--- src/rtl/candy_pkg.sv ---
// candy_pkg: shared types and constants for the candy RV32I control path.
// Holds the sequencer state encoding, the fault-code values reported on
// fault_code, and the widths of the wait timer and performance counters.

package candy_pkg;

   // Width of the retired / cycles performance counters.
   localparam int CNT_W = 32;

   // Width of the memory wait counter.
   localparam int WAIT_W = 8;

   // Sequencer states, one-hot so each output decodes from a single flop.
   typedef enum logic [5:0] {
      ST_FETCH   = 6'b000001,
      ST_DECODE  = 6'b000010,
      ST_EXECUTE = 6'b000100,
      ST_MEM     = 6'b001000,
      ST_WB      = 6'b010000,
      ST_HALT    = 6'b100000
   } seq_state_t;

   // Reasons for entering HALT, as reported on fault_code.
   localparam logic [1:0] FAULT_NONE    = 2'd0;
   localparam logic [1:0] FAULT_ILLEGAL = 2'd1;
   localparam logic [1:0] FAULT_DMEM_TO = 2'd2;
   localparam logic [1:0] FAULT_IMEM_TO = 2'd3;

   // True for the states that wait on a memory acknowledge.
   function automatic logic is_wait_state(input seq_state_t s);
      return (s == ST_FETCH) || (s == ST_MEM);
   endfunction

endpackage

--- src/rtl/step_wait_timer.sv ---
// step_wait_timer: 8-bit saturating wait counter shared by FETCH and MEM.
// The count is cleared while 'clear' is high and otherwise advances on
// 'enable'. 'expired' is high in the cycle whose un-acked increment brings
// the count to MEM_TIMEOUT, so the owner leaves on exactly the
// MEM_TIMEOUT-th waiting cycle. An ack in that cycle still wins, because
// the owner checks the ack before 'expired'.

module step_wait_timer
   import candy_pkg::*;
#(
   parameter int MEM_TIMEOUT = 255
) (
   input  logic clk,
   input  logic reset,
   input  logic clear,
   input  logic enable,
   output logic expired
);

   // Legal range is 1..255; out-of-range values are clamped.
   localparam int LIMIT_I = (MEM_TIMEOUT < 1)   ? 0   :
                            (MEM_TIMEOUT > 255) ? 254 : MEM_TIMEOUT - 1;
   localparam logic [WAIT_W-1:0] LIMIT   = WAIT_W'(LIMIT_I);
   localparam logic [WAIT_W-1:0] SAT_MAX = {WAIT_W{1'b1}};

   logic [WAIT_W-1:0] count;

   // Count waiting cycles; clear has priority and the count never wraps.
   always_ff @(posedge clk) begin
      if (reset) begin
         count <= '0;
      end else if (clear) begin
         count <= '0;
      end else if (enable && (count != SAT_MAX)) begin
         count <= count + 8'd1;
      end
   end

   assign expired = (count >= LIMIT);

endmodule

--- src/rtl/step_sequencer.sv ---
// step_sequencer: multi-cycle control FSM for the candy RV32I core.
// Walks each instruction through FETCH, DECODE, EXECUTE, optional MEM and
// WB, drives the imem/dmem request handshakes and the per-stage enables,
// and parks in HALT on ECALL/EBREAK, illegal opcodes or memory timeouts.
// All outputs decode from registered state and flags only.
// Optional feature: define SEQ_PERF_EN to add the retired/cycles counters.

module step_sequencer
   import candy_pkg::*;
#(
   parameter int MEM_TIMEOUT = 255
) (
   input  logic             clk,
   input  logic             reset,
   output logic             imem_req,
   input  logic             imem_ack,
   output logic             dmem_req,
   output logic             dmem_we,
   input  logic             dmem_ack,
   input  logic             is_mem,
   input  logic             is_store,
   input  logic             is_system,
   input  logic             illegal,
   input  logic             resume,
   output logic             en_decode,
   output logic             en_execute,
   output logic             en_writeback,
   output logic             halted,
   output logic             fault,
   output logic [1:0]       fault_code
`ifdef SEQ_PERF_EN
   ,
   output logic [CNT_W-1:0] retired,
   output logic [CNT_W-1:0] cycles
`endif
);

   seq_state_t state;
   logic       store_q;
   logic       sys_pending;
   logic [1:0] code_q;

   logic wait_enable;
   logic wait_clear;
   logic wait_expired;

   // The timer runs only while a wait state is still un-acked; every other
   // cycle clears it, so each FETCH or MEM entry starts from zero.
   assign wait_enable = is_wait_state(state) &&
                        (((state == ST_FETCH) && !imem_ack) ||
                         ((state == ST_MEM)   && !dmem_ack));
   assign wait_clear  = !wait_enable;

   step_wait_timer #(
      .MEM_TIMEOUT (MEM_TIMEOUT)
   ) u_wait_timer (
      .clk     (clk),
      .reset   (reset),
      .clear   (wait_clear),
      .enable  (wait_enable),
      .expired (wait_expired)
   );

   // Main sequencer: state transitions plus the store, ECALL and fault flags.
   always_ff @(posedge clk) begin
      if (reset) begin
         state       <= ST_FETCH;
         store_q     <= 1'b0;
         sys_pending <= 1'b0;
         code_q      <= FAULT_NONE;
      end else begin
         unique case (state)
            ST_FETCH: begin
               if (imem_ack) begin
                  state <= ST_DECODE;
               end else if (wait_expired) begin
                  state  <= ST_HALT;
                  code_q <= FAULT_IMEM_TO;
               end
            end
            ST_DECODE: begin
               state <= ST_EXECUTE;
            end
            ST_EXECUTE: begin
               if (illegal) begin
                  state  <= ST_HALT;
                  code_q <= FAULT_ILLEGAL;
               end else if (is_system) begin
                  state       <= ST_HALT;
                  sys_pending <= 1'b1;
               end else if (is_mem) begin
                  state   <= ST_MEM;
                  store_q <= is_store;
               end else begin
                  state <= ST_WB;
               end
            end
            ST_MEM: begin
               if (dmem_ack) begin
                  state   <= ST_WB;
                  store_q <= 1'b0;
               end else if (wait_expired) begin
                  state   <= ST_HALT;
                  store_q <= 1'b0;
                  code_q  <= FAULT_DMEM_TO;
               end
            end
            ST_WB: begin
               state <= ST_FETCH;
            end
            ST_HALT: begin
               if (resume) begin
                  state       <= sys_pending ? ST_WB : ST_FETCH;
                  sys_pending <= 1'b0;
                  code_q      <= FAULT_NONE;
               end
            end
            default: begin
               state       <= ST_FETCH;
               store_q     <= 1'b0;
               sys_pending <= 1'b0;
               code_q      <= FAULT_NONE;
            end
         endcase
      end
   end

   assign imem_req     = (state == ST_FETCH);
   assign dmem_req     = (state == ST_MEM);
   assign dmem_we      = store_q;
   assign en_decode    = (state == ST_DECODE);
   assign en_execute   = (state == ST_EXECUTE);
   assign en_writeback = (state == ST_WB);
   assign halted       = (state == ST_HALT);
   assign fault_code   = code_q;
   assign fault        = (code_q != FAULT_NONE);

`ifdef SEQ_PERF_EN
   // Performance counters: instructions retired and cycles spent outside HALT.
   always_ff @(posedge clk) begin
      if (reset) begin
         retired <= '0;
         cycles  <= '0;
      end else begin
         if (state == ST_WB) begin
            retired <= retired + CNT_W'(1);
         end
         if (state != ST_HALT) begin
            cycles <= cycles + CNT_W'(1);
         end
      end
   end
`endif

endmodule

--- config.mk ---
export PLATFORM = sky130hd
export DESIGN_NAME = step_sequencer
export DESIGN_NICKNAME = d
export VERILOG_FILES = /design/src/rtl/candy_pkg.sv /design/src/rtl/step_wait_timer.sv /design/src/rtl/step_sequencer.sv
export SDC_FILE = /design/constraint.sdc
export NUM_CORES = 1
export LEC_CHECK = 0
export CAP_MARGIN = 20
export CORE_UTILIZATION = 30
export CTS_BUF_LIST = sky130_fd_sc_hd__clkbuf_8
export CTS_CLUSTER_SIZE = 12
export DETAILED_ROUTE_END_ITERATION = 10
export SLEW_MARGIN = 20
export SYNTH_ARGS = -nofsm -noshare
export SYNTH_HDL_FRONTEND = slang
export SYNTH_SLANG_ARGS = --single-unit
export TNS_END_PERCENT = 50
--- constraint.sdc ---
create_clock -name clk -period 1.8 [get_ports clk]
set_input_delay 0.27 -clock clk [delete_from_list [all_inputs] [get_ports clk]]
set_output_delay 0.27 -clock clk [all_outputs]
set_load 0.02 [all_outputs]
# After elaboration in Yosys (flattened, before gate mapping)
# Index checks and enable logic that the tools add are counted.
# op_classes
n_addsub	1
n_mul	0
div_mod_pow	0
order_cmp	1
n_eq_ne	18
shifts	0
muxes	26
bitwise	4
n_reduce_logical	16
# op_table
op	count
2-to-1 mux 6 bit	6
one-hot mux 6 bit (5 select lines)	1
inequality test 2 bit (second input constant)	8
2-to-1 mux 2 bit	6
2-to-1 mux 5 bit	2
one-hot mux 2 bit (5 select lines)	1
adder 8 x 1 -> 8 bit (second input constant)	1
>= comparator 8 bit (second input constant)	1
2-to-1 mux 1 bit	8
inequality test 8 bit (second input constant)	1
OR reduction 4 bit	2
AND reduction 7 bit	1
== test 6 x 1 -> 1 bit (second input constant)	1
== test 6 x 2 -> 1 bit (second input constant)	1
== test 6 x 3 -> 1 bit (second input constant)	1
== test 6 x 4 -> 1 bit (second input constant)	1
== test 6 x 5 -> 1 bit (second input constant)	1
== test 6 bit (second input constant)	1
one-hot mux 1 bit (3 select lines)	2
AND reduction 5 bit	1
logical AND 1 bit	4
inequality test 2 x 1 -> 1 bit (second input constant)	2
NOT 1 bit	4
AND reduction 4 bit	1
other kinds (5)	8
# word_totals
regBits	18
latch_bits	0
mem_bits_rw	0
mem_bits_ro	0
in_bits	9
out_inout_bits	10
wordCells	71
memories	0

# Logic depth before layout (Yosys ltp)
# logic_depth
word_depth	6
mapped_depth	7
ltp_nobuf	7

# Hierarchy
# Synthesis repeated with hierarchy kept, for this count alone.
# unflattened
hier_cells	156
hier_area_um2	1268.7
# by_module_without_submodules
module	instances	cells_each	area_per_inst_um2	seq_area_each_um2
step_sequencer	1	106	827.0	200.2
step_wait_timer	1	50	441.7	160.2

# Least setup slack after synthesis
# No wires, ideal clock.
# synth_timing
kind	register -> register
startpoint	reg state[4]
endpoint	reg code_q[1], in the netlist fault_code[1]
arrival_ns	1.639
slack_ns	0.043
stages_incl_launch_ff	7
period_less_slack_ns	1.757
cell_sequence	dfxtp_1 > buf_6 > or4_4 > or3_4 > o211ai_2 > or3_1 > a21oi_2
# synth_via
elab_chain_cells	4
word_cells_on_any_way	16
# synth_rtl
item	line_no	text
start, declared	step_sequencer.sv:38	seq_state_t state;
start signal, assigned	step_sequencer.sv:113	state <= sys_pending ? ST_WB : ST_FETCH;
== test 6 x 2 -> 1 bit or == test 6 x 5 -> 1 bit (tied branches)	step_sequencer.sv:72	unique case (state)
OR reduction 2 bit (no line)	--	
NOT 1 bit (no line)	--	
AND reduction 7 bit (no line)	--	
end signal, assigned	step_sequencer.sv:70	code_q <= FAULT_NONE;
end signal, assigned	step_sequencer.sv:78	code_q <= FAULT_IMEM_TO;
end signal, assigned	step_sequencer.sv:87	code_q <= FAULT_ILLEGAL;
end, declared	step_sequencer.sv:41	logic [1:0] code_q;
# Parallel ways exist; a longest one is shown, timed or not.
# A chain may end at the register's enable or synchronous reset.

# Worst setup path in the final report
# layout_timing
startpoint	reg state[1]
endpoint	reg sys_pending
# layout_via
elab_chain_cells	4
word_cells_on_any_way	13
# layout_rtl
item	line_no	text
== test 6 x 1 -> 1 bit (tied with other cells)	step_sequencer.sv:72	
OR reduction 4 bit (no line)	--	
NOT 1 bit (no line)	--	
AND reduction 4 bit (no line)	--	
end signal, assigned	step_sequencer.sv:69	sys_pending <= 1'b0;
end signal, assigned	step_sequencer.sv:90	sys_pending <= 1'b1;
end signal, assigned	step_sequencer.sv:114	sys_pending <= 1'b0;
end, declared	step_sequencer.sv:40	logic sys_pending;
# Parallel ways exist; a longest one is shown, timed or not.

==> impl_metrics.env <==
export IMPL_status="finished clean"
export IMPL_hp_class="flop to flop"
export IMPL_synth_edf_count=0
export IMPL_skew_ns=0.00136
export IMPL_chipHeight_um=62.3
export IMPL_critPathKind="flop to flop"
export IMPL_port_buffers=18
export IMPL_route_detailed_drc=0
export IMPL_cts_buffer_depth=2
export IMPL_drt_iter0_markers=43
export IMPL_leakagePower_uw=0.000597
export IMPL_worst_slew_pin_slew_ns=0.337
export IMPL_drive_gt1_share_pct=28.1
export IMPL_finalWirelength_um=2610
export IMPL_async_flop_share_pct=0
export IMPL_cts_tree="built"
export IMPL_ys_types=40
export IMPL_via_per_inst=4.98
export IMPL_layout_setup_ws_ns=0.0339
export IMPL_num_rows=21
export IMPL_required_ns=1.97
export IMPL_combPwrFrac_pct=30.3
export IMPL_antenna_found_initial=0
export IMPL_cts_hold_buffers=0
export IMPL_crit_arrival_ns=1.94
export IMPL_sequentialPowerShare_pct=39.8
export IMPL_ir_drop_uv=462
export IMPL_drv_slew=0
export IMPL_design_area_sq_um=1510
export IMPL_path_clk_slew_ns=0.07
export IMPL_root_buffer="clkbuf_8"
export IMPL_grt_pass1_vias=1042
export IMPL_grt_setup_unrepaired="true"
export IMPL_insertion_delay_ns=0.25
export IMPL_min_period_ns=1.77
export IMPL_coreArea_sq_um=3420
export IMPL_cts_setup_buffers=0
export IMPL_setup_viol=0
export IMPL_cp_end_kind="flop"
export IMPL_drtPass1Iterations=4
export IMPL_nFillCells=336
export IMPL_finalCritPeriodShare_pct=98.1
export IMPL_placed_area_sq_um=1410
export IMPL_initial_core_util_pct=32.0
export IMPL_dr_total_vias=1060
export IMPL_io_pins=19
export IMPL_whs_ns=0.473
export IMPL_clkSinkCount=18
export IMPL_powerDensity_nw_per_um2=722
export IMPL_n_antenna_cell=0
export IMPL_die_w_um=62.3
export IMPL_slew_headroom_pct=77.4
export IMPL_hold_violations=0
export IMPL_netlist_instances=134
export IMPL_clkPwrFrac_pct=29.9
export IMPL_wire_per_inst_um=12.2
export IMPL_place_congestion=0.899
export IMPL_netSwitchingFraction_pct=28.4
export IMPL_grt_remaining_overflow=0
export IMPL_ant_nets=0
export IMPL_grt_pass1_wl_um=4530
export IMPL_internal_power_uw=778
export IMPL_grt_usage_pct=14.7
export IMPL_ys_warn_count=0
export IMPL_switchingPower_uw=308
export IMPL_die_area_sq_um=3890
export IMPL_numCtsBuffers=3
export IMPL_post_route_util_pct=44.1
export IMPL_seq_area_frac_synth_pct=33.0
export IMPL_syn_avg_cell_area_sq_um=8.15
export IMPL_cap_viol_max_count=0
export IMPL_synth_main_ff_cell="dfxtp_1"
export IMPL_cts_max_level=1
export IMPL_place_hpwl_um=2050
export IMPL_synth_area_sq_um=1090
export IMPL_start_kind="flop"
export IMPL_final_nets=179
export IMPL_syn2layout_area_growth_pct=37.8
export IMPL_crit_fanout=10
export IMPL_ys_ff_latch=18
export IMPL_synth_nets=145
export IMPL_max_clock_freq_mhz=566
export IMPL_grt_start_max_net_pins=11
export IMPL_dp_worst_setup_slack_ns=-0.0840
[worst paths after layout]
check	from	end	slack (ns)	cells after the start
setup / recovery	state[1]	sys_pending	0.03	7
hold / removal	dmem_we	dmem_we	0.47	2
setup reg to reg	state[1]	sys_pending	0.03	7
hold reg to reg	dmem_we	dmem_we	0.47	2
[cell type report]
type	count	area (sq um)	area share, %
Timing Repair Buffer	36	310	20.6
Sequential cell	18	362	24.0
Inverter	6	22.5	1.50
Multi-Input combinational cell	103	698	46.4
Tap cell	46	57.6	3.82
Clock buffer	4	55.1	3.66
[cells in the final DEF (no fill, tap or decap), types with 2 or more instances in the layout]
cell type and instances:
and3_1 2, nor2_1 14, xor2_1 7, clkdlybuf4s15_2 2
nor2b_1 2, nand4_1 5, clkdlybuf4s50_1 12, o211ai_1 4
a21oi_1 6, nor3_2 3, o21ai_2 2, inv_1 6
a31oi_1 2, or2_2 2, clkbuf_8 4, buf_4 17
nand3_1 11, nand2b_1 2, nand2_1 6, nand3b_1 2
ha_1 2, o21ai_0 6, a211oi_1 2, dfxtp_1 17
and3_2 2
[stage by stage]
stage / total power [uW] / setup TNS, ns / cells
after global routing: 1150 / -0.0346 / 213
after CTS: 1080 / 0 / 213
after global placement: 744 / -0.0953 / 209
final: 1090 / 0 / 213
after detailed placement: 747 / -0.218 / 209
after floorplan: 623 / 0 / 134
[routing by layer]
layer / GRT usage [%] / part of all wire, % / up-vias
met5: 0 / 0 / -
met4: 9.01 / 3.3 / 0
met3: 2.39 / 2.6 / 9
met2: 24.6 / 48 / 21
met1: 17.6 / 47 / 481
li1: - / - / 549
[critical path, cell delays in order, from the launching register on]
cell	delay, ns
dfxtp_1	0.35
buf_4	0.21
nor3_2	0.07
buf_4	0.13
nand3_1	0.14
nand3_2	0.10
or3b_2	0.47
a211oi_2	0.22
[power by group through the flow]
stage          Combinational [uW]  Sequential, uW  Clock (uW)
4_1_cts                       309             431         340
3_3_place_gp                  304             439           0
6_report                      329             432         325
3_5_place_dp                  307             440           0
5_1_grt                       356             435         356
2_1_floorplan                 174             449           0
[registers in the layout, indices dropped and copies added (netlist names)]
register and count:
dmem_we 1, fault_code 2, state 6, sys_pending 1, u_wait_timer.count 8
[timing repair]
action                                  in CTS  in global routing
endpoints found under the setup margin       6                  9
pin swaps                                    0                  0
resized for setup                           15                 12
gates cloned                                 0                  0
[logic make-up (layout without fill, tap and decap cells)]
| family | Yosys count | after routing | share of synthesized area, % |
|---|---|---|---|
| flops | 18 | 18 | 33.0 |
| simple gates | 63 | 63 | 31.4 |
| buf+inv | 13 | 46 | 7.56 |
| compound gates | 29 | 29 | 18.4 |
| xor+xnor | 8 | 8 | 6.41 |
| mux | 1 | 1 | 0.916 |
| fa+ha+maj | 2 | 2 | 2.29 |
[synth_stat cells (4+ instances only)]
cell type | count | area share (%)
o21ai_0 | 6 | 2.7
buf_6 | 4 | 4.1
o211ai_1 | 4 | 2.7
inv_1 | 6 | 2.1
nand2_1 | 6 | 2.1
xor2_1 | 7 | 5.6
nor2_1 | 15 | 5.2
a21oi_1 | 6 | 2.7
nor3_1 | 5 | 2.3
nand4_1 | 5 | 2.9
dfxtp_1 | 18 | 33
nand3_1 | 12 | 5.5
(Power assumes the default switching activity.)
